**src/rtl/counter_sequencer.sv**
```systemverilog
// counter_sequencer
//
// Sequences an external free-running counter (sync reset, enable, registered
// count) through programmed counting periods of terminal+1 enabled cycles.
// A terminal value and repeat count are latched over a valid/ready handshake
// in IDLE; a start request then runs one or more periods (repeat=0 runs
// continuously) emitting a tick per period and a done pulse after the last.
//
// Optional feature: define COUNTER_SEQ_AUTOSTART_EN to make an accepted
// config in IDLE also start the run, exactly as if start were asserted.
//
// Ports:
//   clk, reset        clock; synchronous active-high reset
//   cfg_valid/ready   config handshake (ready high only in IDLE)
//   cfg_terminal      last count value of a period
//   cfg_repeat        periods per run, 0 = continuous
//   start, stop       single-cycle run / abort requests
//   hold              level-sensitive pause
//   cnt_reset/enable  drive the controlled counter
//   cnt_value         counter output (registered in the counter)
//   busy              high in RUN
//   tick, done        per-period and end-of-burst pulses
//   periods_left      remaining periods (0 when idle or continuous)
module counter_sequencer #(
  parameter int unsigned WIDTH    = 8,
  parameter int unsigned REPEAT_W = 4
) (
  input  logic                clk,
  input  logic                reset,
  input  logic                cfg_valid,
  output logic                cfg_ready,
  input  logic [WIDTH-1:0]    cfg_terminal,
  input  logic [REPEAT_W-1:0] cfg_repeat,
  input  logic                start,
  input  logic                stop,
  input  logic                hold,
  output logic                cnt_reset,
  output logic                cnt_enable,
  input  logic [WIDTH-1:0]    cnt_value,
  output logic                busy,
  output logic                tick,
  output logic                done,
  output logic [REPEAT_W-1:0] periods_left
);

  typedef enum logic {IDLE, RUN} state_t;

  localparam logic [REPEAT_W-1:0] ONE = REPEAT_W'(1);

  state_t              state;
  logic [WIDTH-1:0]    term_q;
  logic [REPEAT_W-1:0] rep_q;

  logic running;
  logic term_hit;
  logic accept;
  logic go;

  // Counter controls and pulses are combinational; the counter itself is
  // registered, so cnt_value -> cnt_reset does not form a loop.
  always_comb begin
    running    = (state == RUN);
    term_hit   = running && !hold && !stop && (cnt_value == term_q);
    cnt_enable = !reset && running && !hold && !stop;
    // Counter reset wins over enable on terminal, so the next value is 0.
    cnt_reset  = reset || !running || stop || term_hit;
    tick       = !reset && term_hit;
    done       = !reset && term_hit && (periods_left == ONE);
    accept     = !running && cfg_valid && cfg_ready;
`ifdef COUNTER_SEQ_AUTOSTART_EN
    go         = !running && (start || accept);
`else
    go         = !running && start;
`endif
  end

  always_ff @(posedge clk) begin
    if (reset) begin
      state        <= IDLE;
      term_q       <= '1;
      rep_q        <= '0;
      periods_left <= '0;
      busy         <= 1'b0;
      cfg_ready    <= 1'b1;
    end else begin
      case (state)
        IDLE: begin
          if (accept) begin
            term_q <= cfg_terminal;
            rep_q  <= cfg_repeat;
          end
          if (go) begin
            state        <= RUN;
            // A config accepted alongside start takes effect immediately.
            periods_left <= accept ? cfg_repeat : rep_q;
            busy         <= 1'b1;
            cfg_ready    <= 1'b0;
          end
        end
        RUN: begin
          if (stop) begin
            state        <= IDLE;
            periods_left <= '0;
            busy         <= 1'b0;
            cfg_ready    <= 1'b1;
          end else if (term_hit) begin
            if (periods_left == ONE) begin
              state        <= IDLE;
              periods_left <= '0;
              busy         <= 1'b0;
              cfg_ready    <= 1'b1;
            end else if (periods_left > ONE) begin
              periods_left <= periods_left - ONE;
            end
          end
        end
        default: begin
          state     <= IDLE;
          busy      <= 1'b0;
          cfg_ready <= 1'b1;
        end
      endcase
    end
  end

endmodule

```
**config.mk**
```make
export PLATFORM = sky130hd
export DESIGN_NAME = counter_sequencer
export DESIGN_NICKNAME = d
export VERILOG_FILES = /design/src/rtl/counter_sequencer.sv
export SDC_FILE = /design/constraint.sdc
export NUM_CORES = 1
export LEC_CHECK = 0
export BUFFER_PORTS_ARGS = -buffer_cell sky130_fd_sc_hd__buf_2
export CORE_UTILIZATION = 48
export DETAILED_ROUTE_END_ITERATION = 12
export PLACE_DENSITY = 0.87
export SETUP_SLACK_MARGIN = 0.15
export SLEW_MARGIN = 30
export SYNTH_ARGS = -nofsm -noshare
export SYNTH_HDL_FRONTEND = slang
export SYNTH_SLANG_ARGS = --single-unit
```
**constraint.sdc**
```tcl
create_clock -name clk -period 2.04 [get_ports clk]
set_input_delay 0.102 -clock clk [delete_from_list [all_inputs] [get_ports clk]]
set_output_delay 0.102 -clock clk [all_outputs]
set_load 0.05 [all_outputs]
```
### Word level (Yosys, flattened, before mapping)

Index checks and enable logic that the tools add are counted.

| storage, ports and cells | value |
|---|---|
| register bits after elaboration | 19 |

| operators by class | value |
|---|---|
| bitwise gates (word level) | 1 |
| magnitude comparators | 1 |
| add/sub/neg operators | 1 |
| multiplexer cells | 22 |
| reductions and logical operators | 21 |
| equality and inequality tests | 6 |

Operators by type and width:

| cell | number |
|---|---|
| $mux 4 | 6 |
| $mux 1 | 12 |
| $logic_and 1x1->1 | 11 |
| $eq 8x8->1 | 1 |
| $pmux 4 s2 | 1 |
| $ne 3x2->1 const B | 2 |
| $pmux 1 s2 | 3 |
| $reduce_and 3->1 | 2 |
| $eq 4x1->1 const B | 1 |
| $gt 4x1->1 const B | 1 |
| $logic_not 1->1 | 4 |
| $ne 4x2->1 const B | 1 |
| $sub 4x1->4 const B | 1 |
| $logic_or 1x1->1 | 3 |
| $ne 2x2->1 const B | 1 |
| $reduce_and 2->1 | 1 |
| $not 1->1 | 1 |

### Logic depth before layout (Yosys ltp)

Gate-level depths: netlist (run 1).

| depth | value |
|---|---|
| depth after elaboration | 7 |
| gate-level depth with buffers | 7 |
| gate-level depth less buffers | 7 |

### Worst setup path after synthesis (run 1)

OpenSTA, ideal clock, no wires.

| timing | value |
|---|---|
| path kind | flip-flop to output port |
| start | reg term_q[7] |
| end | out done |
| buffers on the path | 0 |
| data arrival time | 3.269 ns |
| required time | 1.938 ns |
| path slack | -1.331 ns |
| cell stages (with the launch flop) | 6 |
| path through | dfxtp_1 > xor2_1 > nor4_4 > nand3_1 > nor3_1 > nor3b_1 |

| on the way | value |
|---|---|
| longest elaborated chain between the ends | 4 |

RTL lines:

| what | RTL line | source |
|---|---|---|
| from (decl) | 51 | `logic [WIDTH-1:0] term_q;` |
| from (signal assigned) | 89 | `term_q <= cfg_terminal;` |
| $eq 8x8->1 | 63 | `term_hit = running && !hold && !stop && (cnt_value == term_q);` |
| $logic_and 1x1->1 | 63 |  |
| $logic_and 1x1->1 | - |  |
| named net tick | 41 | `output logic tick,` |
| $logic_and 1x1->1 | 68 | `done = !reset && term_hit && (periods_left == ONE);` |
| to (decl) | 42 | `output logic done,` |

The timed path passes the listed nets, and every way through them passes these cells.

### Final worst setup path (run 1)

| timing | value |
|---|---|
| start | reg term_q[5] |
| end | out done |

| on the way | value |
|---|---|
| longest elaborated chain between the ends | 4 |

RTL lines:

| what | RTL line |
|---|---|
| $eq 8x8->1 | 63 |
| $logic_and 1x1->1 | 63 |
| $logic_and 1x1->1 (2 in a row) | 68 |

Every way passes these cells.

==> impl_metrics.xml, run 1 <==
<?xml version="1.0" encoding="UTF-8"?>
<metrics>
  <group name="power_and_ir_drop">
    <metric name="power.share.clock" unit="%">19.6</metric>
    <metric name="switching_share" unit="%">34.14</metric>
    <metric name="power.internal" unit="W">0.0006076</metric>
    <metric name="p_leak" unit="nW">0.5670</metric>
    <metric name="total_switching_power" unit="W">0.0003149</metric>
    <metric name="ir_worst_vdd" unit="V">0.0003747</metric>
    <metric name="proportion_of_power_drawn_by_combinational_gates" unit="%">32.6</metric>
    <metric name="total_power_divided_by_cell_area" unit="mW/mm^2">698.1</metric>
    <metric name="portion_of_total_power_attributed_to_sequential_cells" unit="%">47.8</metric>
  </group>
  <group name="logic_synthesis">
    <metric name="synth_warn" unit="">0</metric>
    <metric name="syn_nets" unit="">144</metric>
    <metric name="mappedNetlistArea" unit="mm^2">0.001033</metric>
    <metric name="yosys_register_bits" unit="">19</metric>
    <metric name="seq_area_frac_synth" unit="%">36.80</metric>
    <metric name="avg_cell_area_syn" unit="um^2">8.909</metric>
    <metric name="synth_cell_type_count" unit="">30</metric>
    <metric name="gate_count_of_the_mapped_netlist" unit="">116</metric>
  </group>
  <group name="min_path">
    <metric name="hold_path_startpoint" unit="">cfg_terminal[7]</metric>
    <metric name="worst_hold_class" unit="">primary input to flip-flop</metric>
    <metric name="timing.hold.worst_path_depth" unit="">2</metric>
    <metric name="hold_path_end" unit="">term_q[7]</metric>
  </group>
  <group name="sta">
    <metric name="layout_min_cycle_time" unit="ns">1.884</metric>
    <metric name="worst_clock_skew" unit="ns">0.002090</metric>
    <metric name="final_report_max_slew_violation_count" unit="">0</metric>
    <metric name="post-route-worst-setup-slack" unit="ns">0.1556</metric>
    <metric name="timing.final.hold_violations" unit="">0</metric>
    <metric name="fmaxAchievable" unit="GHz">0.5307</metric>
    <metric name="timing.final.crit_share" unit="%">92.37</metric>
    <metric name="max_slew_margin" unit="%">70.40</metric>
    <metric name="grt_setup_unrepaired" unit="">true</metric>
    <metric name="finalSetupViolCount" unit="">0</metric>
    <metric name="worstMarginPinSlew" unit="ns">0.4440</metric>
    <metric name="timing.hold.ws" unit="ns">0.01157</metric>
  </group>
  <group name="critical_path">
    <metric name="rr_startpoint" unit="">term_q[5]</metric>
    <metric name="setup.worst_path.end_class" unit="">output port</metric>
    <metric name="reg2reg_to" unit="">running</metric>
    <metric name="crit_family" unit="">simple AND/OR/NAND/NOR gates</metric>
    <metric name="reg2reg_slack" unit="ns">0.34</metric>
    <metric name="criticalPathCategory" unit="">flip-flop to output port</metric>
    <metric name="critPathRequiredTime" unit="ns">1.94</metric>
    <metric name="crit_path_start_kind" unit="">flip-flop</metric>
    <metric name="path_cells" unit="">xor2_1, nor4_4, nand3_2, nor3_4, nor3b_4, buf_6</metric>
    <metric name="critical_path_peak_fanout" unit="">2</metric>
    <metric name="worst_path_max_delay_cell" unit="">dfxtp_1</metric>
    <metric name="cp-startpoint" unit="">term_q[5]</metric>
    <metric name="crit_path_max_incr_delay" unit="ns">0.34</metric>
    <metric name="ff2ff_path_depth" unit="">6</metric>
    <metric name="crit_arrival" unit="ns">1.78</metric>
    <metric name="crit_buf_inv" unit="">1</metric>
  </group>
  <group name="floorplan">
    <metric name="num_rows" unit="">16</metric>
    <metric name="floorplan.initialDensity" unit="%">51.62</metric>
    <metric name="ioPinCount" unit="">36</metric>
    <metric name="core-area" unit="mm^2">0.002002</metric>
    <metric name="floorplan.die_area" unit="mm^2">0.002343</metric>
    <metric name="die_w" unit="um">48.40</metric>
    <metric name="chipHeight" unit="um">48.40</metric>
  </group>
  <group name="placement">
    <metric name="dp_slack" unit="ns">0.3147</metric>
    <metric name="detailed_place.area" unit="mm^2">0.001249</metric>
    <metric name="io_buffers" unit="">35</metric>
    <metric name="routabilityCongestion" unit="">0.8870</metric>
    <metric name="dpl.hpwl" unit="um">1663</metric>
  </group>
  <group name="clock_tree">
    <metric name="cts.root.buffer_cell" unit="">clkbuf_4</metric>
    <metric name="h-tree-depth" unit="">1</metric>
    <metric name="ctsLongestPathBuffers" unit="">2</metric>
    <metric name="clock_insertion_delay_worst_skew" unit="ns">0.28</metric>
    <metric name="numClockSinks" unit="">19</metric>
    <metric name="inserted_clock_buffers" unit="">3</metric>
    <metric name="cts_tree" unit="">yes</metric>
    <metric name="cts.clk_slew.worst_paths" unit="ns">0.10</metric>
  </group>
  <group name="global_routing">
    <metric name="grt_use_total" unit="%">18.81</metric>
    <metric name="sum_of_overflow_across_all_layers_after_global_routing" unit="">0</metric>
    <metric name="grt_antenna_before_repair" unit="">0</metric>
    <metric name="grt_pass1_wl" unit="um">3560</metric>
    <metric name="grt_start_max_net_pins" unit="">26</metric>
    <metric name="vias_in_the_first_global_route" unit="">860</metric>
  </group>
  <group name="layout">
    <metric name="final_layout_size_suffix_gt1_share" unit="%">32.03</metric>
    <metric name="final-seq-area" unit="um^2">381.6</metric>
    <metric name="final_net_count" unit="">182</metric>
    <metric name="fill_count" unit="">183</metric>
    <metric name="antenna-diode-count" unit="">0</metric>
    <metric name="area_of_combinational_cells_with_multiple_inputs" unit="um^2">634.4</metric>
    <metric name="area_delta_synth_final" unit="%">27.85</metric>
    <metric name="mostFrequentLayoutCells" unit="">33 x buf_2, 18 x dfxtp_1, 11 x nor2_1, 11 x nor2b_1</metric>
    <metric name="layout_commonest_cell" unit="">buf_2</metric>
    <metric name="fin_area" unit="mm^2">0.001321</metric>
  </group>
  <group name="drt">
    <metric name="detail_route.wirelength" unit="um">2186</metric>
    <metric name="detail-route-antenna-nets" unit="">0</metric>
    <metric name="vias_per_cell" unit="">5.289</metric>
    <metric name="drc" unit="">0</metric>
    <metric name="drt_iter0_drc" unit="">11</metric>
    <metric name="wl_per_cell" unit="um">12.14</metric>
    <metric name="vias" unit="">952</metric>
    <metric name="detailedRoute.firstPassIterationCount" unit="">4</metric>
  </group>
  <group name="run_status">
    <metric name="run_status" unit="">completed</metric>
  </group>
  <group name="flow_run">
    <metric name="maxCapViolations" unit="">0</metric>
  </group>
</metrics>
-- per-stage QoR --
step / utilization, % / power (W) / std cells / TNS (ns)
after floorplan: - / 0.0006661 / 116 / -0.06214
after global placement: 62.38 / 0.0007323 / 173 / 0
after detailed placement: 62.38 / 0.0007416 / 173 / 0
after CTS: 64.63 / 0.0009233 / 178 / 0
after global routing: 66.00 / 0.0009832 / 180 / 0
final: 66.00 / 0.0009224 / 180 / 0
-- cell type report --
| cell class | count | area share (%) |
|---|---|---|
| multi-input cells | 84 | 48.01 |
| flip-flops and latches | 19 | 28.88 |
| repair buffers | 39 | 16.57 |
| well taps | 27 | 2.557 |
| clock buffers | 4 | 1.989 |
| inverters | 7 | 1.989 |
-- metal layers --
layer / routed length [um] / vias to the layer above / global-route usage (%)
met4: 8 / 0 / 4.412
li1: - / 484 / -
met5: 0 / - / 0
met1: 1006 / 444 / 22.59
met3: 61 / 2 / 1.887
met2: 1110 / 22 / 35.68
-- flip-flops by register name, summed over array words and instances, names as in the netlist --
name,cells
running,1
periods_left,4
busy,1
cfg_ready,1
term_q,8
rep_q,4
-- cell usage after synthesis --
library cell,count,share of area [%]
o22a_1,1,0.85
o22ai_1,2,1.2
clkbuf_1,4,1.5
o21ai_0,3,1.5
inv_1,7,2.5
a31o_2,1,0.85
nor3_1,7,3.4
mux2i_1,7,6.8
nor4_4,1,2.1
a221oi_2,1,1.5
nor2b_1,11,6.7
o41a_1,1,1.1
buf_2,2,0.97
xor2_1,8,6.8
o31ai_1,2,1.5
ha_1,2,2.4
nand2b_1,3,1.8
a211oi_1,2,1.5
and3b_1,1,0.85
nand2_1,3,1.1
dfxtp_1,19,37
or2_4,1,0.85
o21bai_1,1,0.73
a21oi_1,1,0.48
nand3_1,2,0.97
nor3b_1,1,0.73
o41ai_1,1,0.85
a31oi_1,2,1.2
nor2_1,11,4.0
a211o_1,8,6.8
-- timing repair --
action	CTS	global route
cloned	0	0
gates resized for setup	3	2
pin swaps	1	1
setup buffers	1	0
hold endpoints to repair	0	2
hold buffers	0	2
endpoints found under the setup margin	1	3
-- power by group through the flow --
stage	sequential, W	combinational (W)	clock [W]
final	0.000441	0.000301	0.000181
after global routing	0.000447	0.000327	0.000209
after CTS	0.000441	0.000295	0.000188
after detailed placement	0.000449	0.000293	0
after global placement	0.000446	0.000286	0
after floorplan	0.000491	0.000175	0
-- worst reg2reg max path, delay by kind of cell (launching register included) --
family,cells,cell delay [ns]
simple gates,3,0.78
flops,1,0.34
xor+xnor,1,0.18
buf+inv,1,0.17
compound gates,1,0.10
-- cells by family after synthesis --
family                   Yosys count  synth area share, %
XOR/XNOR                           8                6.780
AO/OA/AOI/OAI                     26                19.85
multiplexers                       7                6.780
AND/OR/NAND/NOR                   41                22.40
buffers and inverters             13                4.964
flip-flops                        19                36.80
adder cells (fa/ha/maj)            2                2.421
-- how the worst max path moves through the flow --
stage / endpoint / cells after the start
4_1_cts: done / 6
3_5_place_dp: done / 6
6_report: done / 6
5_1_grt: done / 6
3_3_place_gp: done / 6
2_1_floorplan: done / 5
Note: power is estimated with default switching activity, not from simulation.
==> run 2, diff against run 1 <==
- clock period: 2.04 -> 2 ns (I/O delays scaled with it)
==> run 2 against run 1 <==
Against the previous run: via count shrank 0.95%; largest power group unchanged; final area rose by 0.28%; critical path depth unchanged; total power is 2.1% higher.
==> impl_metrics.xml, run 2 (synthesis results as in run 1) <==
<?xml version="1.0" encoding="UTF-8"?>
<metrics>
  <group name="run_status">
    <metric name="run_status" unit="">completed</metric>
  </group>
  <group name="sta">
    <metric name="timing.final.hold_violations" unit="">0</metric>
    <metric name="layout_min_cycle_time" unit="ns">1.884</metric>
    <metric name="timing.final.crit_share" unit="%">94.21</metric>
    <metric name="finalSetupViolCount" unit="">0</metric>
    <metric name="setup-tns-final" unit="ns">0</metric>
    <metric name="fmaxAchievable" unit="GHz">0.5307</metric>
    <metric name="final_report_max_slew_violation_count" unit="">0</metric>
    <metric name="grt_setup_unrepaired" unit="">true</metric>
    <metric name="worst_clock_skew" unit="ns">0.003392</metric>
    <metric name="max_slew_margin" unit="%">70.07</metric>
    <metric name="worstMarginPinSlew" unit="ns">0.4490</metric>
  </group>
  <group name="min_path">
    <metric name="worst_hold_class" unit="">primary input to flip-flop</metric>
  </group>
  <group name="global_routing">
    <metric name="grt_use_total" unit="%">18.88</metric>
    <metric name="grt_antenna_before_repair" unit="">0</metric>
    <metric name="sum_of_overflow_across_all_layers_after_global_routing" unit="">0</metric>
    <metric name="grt_pass1_wl" unit="um">3574</metric>
    <metric name="grt_start_max_net_pins" unit="">26</metric>
    <metric name="vias_in_the_first_global_route" unit="">856</metric>
  </group>
  <group name="drt">
    <metric name="drt_iter0_drc" unit="">12</metric>
    <metric name="drc" unit="">0</metric>
    <metric name="vias_per_cell" unit="">5.239</metric>
    <metric name="detail-route-antenna-nets" unit="">0</metric>
    <metric name="vias" unit="">943</metric>
    <metric name="detail_route.wirelength" unit="um">2186</metric>
    <metric name="detailedRoute.firstPassIterationCount" unit="">4</metric>
    <metric name="wl_per_cell" unit="um">12.14</metric>
  </group>
  <group name="placement">
    <metric name="routabilityCongestion" unit="">0.8870</metric>
    <metric name="dpl.cell_count" unit="">173</metric>
    <metric name="io_buffers" unit="">35</metric>
    <metric name="dpl.hpwl" unit="um">1663</metric>
  </group>
  <group name="floorplan">
    <metric name="ioPinCount" unit="">36</metric>
    <metric name="floorplan.die_area" unit="mm^2">0.002343</metric>
    <metric name="chipHeight" unit="um">48.40</metric>
    <metric name="die_w" unit="um">48.40</metric>
    <metric name="core-area" unit="mm^2">0.002002</metric>
    <metric name="num_rows" unit="">16</metric>
    <metric name="floorplan.initialDensity" unit="%">51.62</metric>
  </group>
  <group name="layout">
    <metric name="top_regs" unit="">term_q (8), periods_left (4), rep_q (4)</metric>
    <metric name="mostFrequentLayoutCells" unit="">33 x buf_2, 18 x dfxtp_1, 11 x nor2_1, 11 x nor2b_1</metric>
    <metric name="antenna-diode-count" unit="">0</metric>
    <metric name="final-instance-count-excl-fill" unit="">180</metric>
    <metric name="regMostFlops" unit="">term_q</metric>
    <metric name="final_net_count" unit="">182</metric>
    <metric name="final_layout_size_suffix_gt1_share" unit="%">32.03</metric>
    <metric name="max_reg_flops" unit="">8</metric>
    <metric name="area_delta_synth_final" unit="%">28.21</metric>
    <metric name="final_core_util" unit="%">66.19</metric>
    <metric name="layout_commonest_cell" unit="">buf_2</metric>
  </group>
  <group name="critical_path">
    <metric name="crit_path_start_kind" unit="">flip-flop</metric>
    <metric name="path_cells" unit="">xor2_1, nor4_4, nand3_2, nor3_4, nor3b_4, buf_6</metric>
    <metric name="setup.worst_path.end_class" unit="">output port</metric>
    <metric name="critical_path_peak_fanout" unit="">2</metric>
    <metric name="crit_path_max_incr_delay" unit="ns">0.33</metric>
    <metric name="crit_buf_inv" unit="">1</metric>
    <metric name="crit_family" unit="">simple AND/OR/NAND/NOR gates</metric>
    <metric name="crit_arrival" unit="ns">1.78</metric>
    <metric name="critPathRequiredTime" unit="ns">1.90</metric>
    <metric name="worst_path_max_delay_cell" unit="">dfxtp_1</metric>
    <metric name="criticalPathCategory" unit="">flip-flop to output port</metric>
  </group>
  <group name="clock_tree">
    <metric name="h-tree-depth" unit="">1</metric>
    <metric name="inserted_clock_buffers" unit="">3</metric>
    <metric name="ctsLongestPathBuffers" unit="">2</metric>
    <metric name="cts.root.buffer_cell" unit="">clkbuf_4</metric>
    <metric name="cts_tree" unit="">yes</metric>
    <metric name="cts.clk_slew.worst_paths" unit="ns">0.10</metric>
    <metric name="clock_insertion_delay_worst_skew" unit="ns">0.28</metric>
    <metric name="numClockSinks" unit="">19</metric>
  </group>
  <group name="flow_run">
    <metric name="maxCapViolations" unit="">0</metric>
  </group>
  <group name="power_and_ir_drop">
    <metric name="p_leak" unit="nW">0.5686</metric>
    <metric name="total_switching_power" unit="W">0.0003215</metric>
    <metric name="switching_share" unit="%">34.14</metric>
    <metric name="proportion_of_power_drawn_by_combinational_gates" unit="%">32.8</metric>
    <metric name="power.share.clock" unit="%">19.5</metric>
    <metric name="portion_of_total_power_attributed_to_sequential_cells" unit="%">47.7</metric>
    <metric name="power.internal" unit="W">0.0006202</metric>
    <metric name="totalPowerFinal" unit="W">0.0009417</metric>
    <metric name="total_power_divided_by_cell_area" unit="mW/mm^2">710.7</metric>
    <metric name="ir_worst_vdd" unit="V">0.0003834</metric>
  </group>
</metrics>
==> run 2: changes by cell type in the layout (fill, tap and decap cells not counted) <==
cell      previous run  this run
buf_6                1         2
clkbuf_4             4         3
==> run 2: cell type report <==
class	instances	area [um^2]
Fill cell	183	676.9
Multi-Input combinational cell	84	634.4
Sequential cell	19	381.6
Timing Repair Buffer	39	222.7
Tap cell	27	33.78
Clock buffer	4	26.28
Inverter	7	26.28
==> run 2: worst paths after layout <==
check	from	end	slack (ns)	cells after the start
setup / recovery	term_q[7]	done	0.12	6
hold / removal	cfg_terminal[7]	term_q[7]	0.009	2
setup reg to reg	term_q[7]	running	0.30	6
hold reg to reg	busy	busy	0.49	2
==> run 2: layer usage <==
layer / global-route usage, % / wire, um / share of wire (%) / vias up
met5: 0 / 0 / 0 / -
met4: 4.412 / 6 / 0.27 / 0
met3: 1.887 / 57 / 2.6 / 2
met2: 34.98 / 1114 / 51 / 18
met1: 23.38 / 1008 / 46 / 441
li1: - / - / - / 482
==> run 2: stage by stage <==
stage	instance area, um^2	setup WS [ns]	hold slack (ns)
final	1325	0.1158	0.009320
after floorplan	1057	-0.1001	0.2069
after global routing	1325	0.02126	0.005638
after detailed placement	1249	0.2767	0.3059
after global placement	1249	0.3055	0.3015
after CTS	1294	0.1141	0.003335
==> run 2: power by group through the flow <==
| stage | clock (W) | combinational, W | sequential, W |
|---|---|---|---|
| global placement | 0 | 0.000292 | 0.000455 |
| global route | 0.000213 | 0.000335 | 0.000456 |
| finish | 0.000184 | 0.000308 | 0.000449 |
| floorplan | 0 | 0.000179 | 0.000501 |
| CTS | 0.000191 | 0.000301 | 0.000449 |
| detailed placement | 0 | 0.000298 | 0.000458 |
==> run 2: worst reg2reg max path, stage by stage, from the launching register on <==
cell,delay (ns)
dfxtp_1,0.33
xor2_1,0.18
nor4_4,0.31
nand3_2,0.15
buf_4,0.18
nor3_1,0.33
o31ai_1,0.10
==> run 2: timing repair <==
action,CTS,global route
buffers inserted,1,0
endpoints found under the setup margin,2,3
resized for setup,3,4
endpoints found under the hold margin,0,2
hold buffers,0,2
pin swaps,2,1
cloned,0,0
==> run 3, diff against run 2 <==
- ABC_AREA: unset -> 1
- CORE_UTILIZATION: 48 -> 49
- PLACE_DENSITY: 0.87 -> 0.88
==> run 3 against run 2 <==
Against the previous run: synthesized cell count rose by 36%; non-clock buffer count fell by 1; die area up 4.0%; total power up 4.8%; combinational power up 11%; clock skew rose by 0.00053 ns; worst setup slack better by 0.20 ns; critical path depth is 1 lower; sequential power rose by 0.9%; final cell count increased by 24%; sequential share of layout area fell by 0.53 points; final area up 2.5%; largest power group unchanged.
==> impl_metrics.xml, run 3 <==
<?xml version="1.0" encoding="UTF-8"?>
<metrics>
  <group name="run_status">
    <metric name="run_status" unit="">completed</metric>
  </group>
  <group name="sta">
    <metric name="layout_min_cycle_time" unit="ns">1.681</metric>
    <metric name="worstMarginPinSlew" unit="ns">0.4046</metric>
    <metric name="final_report_max_slew_violation_count" unit="">0</metric>
    <metric name="timing.final.crit_share" unit="%">84.03</metric>
    <metric name="setup-tns-final" unit="ns">0</metric>
    <metric name="timing.final.hold_violations" unit="">0</metric>
    <metric name="grt_setup_unrepaired" unit="">false</metric>
    <metric name="post-route-worst-setup-slack" unit="ns">0.3194</metric>
    <metric name="fmaxAchievable" unit="GHz">0.5950</metric>
    <metric name="worst_clock_skew" unit="ns">0.003920</metric>
    <metric name="finalSetupViolCount" unit="">0</metric>
    <metric name="max_slew_margin" unit="%">73.00</metric>
  </group>
  <group name="layout">
    <metric name="antenna-diode-count" unit="">0</metric>
    <metric name="mostFrequentLayoutCells" unit="">40 x nand2_1, 33 x buf_2, 20 x nor2_1</metric>
    <metric name="final_layout_size_suffix_gt1_share" unit="%">31.12</metric>
    <metric name="top_regs" unit="">term_q (8), periods_left (4), rep_q (4)</metric>
    <metric name="area_delta_synth_final" unit="%">23.69</metric>
    <metric name="final_net_count" unit="">225</metric>
    <metric name="regMostFlops" unit="">term_q</metric>
    <metric name="layout_commonest_cell" unit="">nand2_1</metric>
    <metric name="max_reg_flops" unit="">8</metric>
  </group>
  <group name="logic_synthesis">
    <metric name="seq_area_frac_synth" unit="%">34.62</metric>
    <metric name="syn_nets" unit="">186</metric>
    <metric name="synth_edf_count" unit="">0</metric>
    <metric name="post-synth-top-area-fraction" unit="%">34.62</metric>
    <metric name="synth_warn" unit="">0</metric>
    <metric name="synth_top_area_cell" unit="">dfxtp_1</metric>
    <metric name="yosys.cell_count.top_type" unit="">nand2_1</metric>
    <metric name="async_reset_ff_share" unit="%">0</metric>
    <metric name="gate_count_of_the_mapped_netlist" unit="">158</metric>
    <metric name="synth_cell_type_count" unit="">30</metric>
    <metric name="mappedNetlistArea" unit="mm^2">0.001099</metric>
    <metric name="synth_ff_type" unit="">dfxtp_1</metric>
    <metric name="yosys_register_bits" unit="">19</metric>
    <metric name="avg_cell_area_syn" unit="um^2">6.953</metric>
    <metric name="ys_top_cells_by_count" unit="">40 x nand2_1, 21 x nor2_1, 19 x dfxtp_1</metric>
    <metric name="netlist_top_cells_area" unit="">dfxtp_1 35%, nand2_1 14%, nor2_1 7.2%</metric>
  </group>
  <group name="clock_tree">
    <metric name="clock_insertion_delay_worst_skew" unit="ns">0.30</metric>
    <metric name="cts_tree" unit="">yes</metric>
    <metric name="inserted_clock_buffers" unit="">3</metric>
    <metric name="cts.clk_slew.worst_paths" unit="ns">0.10</metric>
    <metric name="numClockSinks" unit="">19</metric>
    <metric name="h-tree-depth" unit="">1</metric>
    <metric name="cts.root.buffer_cell" unit="">clkbuf_4</metric>
    <metric name="ctsLongestPathBuffers" unit="">2</metric>
  </group>
  <group name="power_and_ir_drop">
    <metric name="total_switching_power" unit="W">0.0003707</metric>
    <metric name="power.internal" unit="W">0.0006163</metric>
    <metric name="total_power_divided_by_cell_area" unit="mW/mm^2">726.4</metric>
    <metric name="p_leak" unit="nW">0.6870</metric>
    <metric name="ir_worst_vdd" unit="V">0.0006122</metric>
    <metric name="totalPowerFinal" unit="W">0.0009871</metric>
    <metric name="power.share.clock" unit="%">19.6</metric>
    <metric name="proportion_of_power_drawn_by_combinational_gates" unit="%">34.5</metric>
    <metric name="portion_of_total_power_attributed_to_sequential_cells" unit="%">45.9</metric>
    <metric name="switching_share" unit="%">37.56</metric>
  </group>
  <group name="critical_path">
    <metric name="path_cells" unit="">xnor2_1, and3_1, nand4_1, nor3_2, buf_4</metric>
    <metric name="crit_buf_inv" unit="">1</metric>
    <metric name="crit_path_start_kind" unit="">flip-flop</metric>
    <metric name="rr_startpoint" unit="">periods_left[0]</metric>
    <metric name="criticalPathCategory" unit="">flip-flop to output port</metric>
    <metric name="critPathRequiredTime" unit="ns">1.90</metric>
    <metric name="crit_arrival" unit="ns">1.58</metric>
    <metric name="crit_family" unit="">simple AND/OR/NAND/NOR gates</metric>
    <metric name="critical_path_peak_fanout" unit="">2</metric>
    <metric name="setup.worst_path.end_class" unit="">output port</metric>
    <metric name="worst_path_max_delay_cell" unit="">dfxtp_1</metric>
    <metric name="cp-startpoint" unit="">term_q[3]</metric>
    <metric name="crit_path_max_incr_delay" unit="ns">0.34</metric>
  </group>
  <group name="placement">
    <metric name="dpl.hpwl" unit="um">2077</metric>
    <metric name="io_buffers" unit="">35</metric>
    <metric name="routabilityCongestion" unit="">0.9637</metric>
    <metric name="dp_slack" unit="ns">0.5061</metric>
  </group>
  <group name="floorplan">
    <metric name="num_rows" unit="">16</metric>
    <metric name="chipHeight" unit="um">49.35</metric>
    <metric name="floorplan.die_area" unit="mm^2">0.002435</metric>
    <metric name="die_w" unit="um">49.35</metric>
    <metric name="core-area" unit="mm^2">0.002042</metric>
    <metric name="floorplan.initialDensity" unit="%">53.80</metric>
    <metric name="ioPinCount" unit="">36</metric>
  </group>
  <group name="global_routing">
    <metric name="grt_util_met2" unit="%">47.49</metric>
    <metric name="grt_antenna_before_repair" unit="">0</metric>
    <metric name="vias_in_the_first_global_route" unit="">1157</metric>
    <metric name="grt_use_total" unit="%">25.51</metric>
    <metric name="grt_start_max_net_pins" unit="">16</metric>
    <metric name="sum_of_overflow_across_all_layers_after_global_routing" unit="">0</metric>
    <metric name="gr-usage-met3" unit="%">4.050</metric>
    <metric name="groute.layer.met1.usage" unit="%">29.17</metric>
    <metric name="busiest_layer" unit="">met2</metric>
    <metric name="grt_pass1_wl" unit="um">4809</metric>
  </group>
  <group name="drt">
    <metric name="vias_per_cell" unit="">5.184</metric>
    <metric name="vias" unit="">1156</metric>
    <metric name="drt_iter0_drc" unit="">42</metric>
    <metric name="detailedRoute.firstPassIterationCount" unit="">4</metric>
    <metric name="drc" unit="">0</metric>
    <metric name="detail-route-antenna-nets" unit="">0</metric>
    <metric name="detail_route.wirelength" unit="um">2759</metric>
    <metric name="wl_per_cell" unit="um">12.37</metric>
  </group>
  <group name="min_path">
    <metric name="worst_hold_class" unit="">primary input to flip-flop</metric>
    <metric name="hold_path_startpoint" unit="">cfg_terminal[3]</metric>
  </group>
  <group name="flow_run">
    <metric name="maxCapViolations" unit="">0</metric>
  </group>
</metrics>
## run 3: kinds of logic after synthesis
group	count (synthesis)	synth area share, %
DFF	19	34.62
and+or+nand+nor	86	37.36
xor gates and xnor gates	5	3.986
AOI/OAI and AO/OA	22	12.53
buffers and inverters	24	9.226
adders and majority gates	2	2.278
## run 3: final timing paths
check                    end  slack [ns]  cells past startpoint
max                     done        0.32                      5
min                term_q[3]       0.009                      3
max reg2reg  periods_left[1]        0.49                      6
min reg2reg         rep_q[0]        0.48                      2
## run 3: cell type report
| class | count | area, um^2 |
|---|---|---|
| fill | 199 | 683.2 |
| multi-input combinational | 115 | 629.4 |
| sequential | 19 | 384.1 |
| timing repair buffer | 38 | 207.7 |
| inverter | 20 | 77.57 |
| tap | 27 | 33.78 |
| clock buffer | 4 | 26.28 |
## run 3: tightest hold or removal path, stage by stage
cell	delay, ns
buf_2	0.07
nand2_1	0.04
nand3_1	0.06
## run 3: repair_timing
action / CTS / global route
setup buffers: 0 / 0
endpoints found under the hold margin: 1 / 1
gates resized for setup: 1 / 7
setup endpoints to repair: 1 / 2
cloned: 0 / 0
hold buffers: 1 / 1
## run 3: power by group through the flow
stage          Sequential [W]  Combinational [W]  Clock (W)
6_report             0.000453           0.000341   0.000194
5_1_grt              0.000460           0.000374   0.000216
4_1_cts              0.000453           0.000334   0.000197
3_5_place_dp         0.000461           0.000328          0
3_3_place_gp         0.000458           0.000314          0
2_1_floorplan        0.000500           0.000201          0
## run 3: stage by stage
step / hold slack, ns / cell area [um^2] / std cells / util [%]
6_report: 0.009185 / 1359 / 223 / 66.54
4_1_cts: 0.002950 / 1334 / 222 / 65.32
3_5_place_dp: 0.3040 / 1296 / 217 / 63.48
2_1_floorplan: 0.2132 / 1104 / 158 / -
3_3_place_gp: 0.2989 / 1296 / 217 / 63.48
5_1_grt: 0.02343 / 1359 / 223 / 66.54
## run 3: metal layers
metal | share of wire (%) | up-vias | wire (um)
li1 | - | 576 | -
met1 | 44 | 533 | 1210
met2 | 50 | 43 | 1374
met3 | 4.9 | 4 | 135
met4 | 1.4 | 0 | 40
met5 | 0 | - | 0
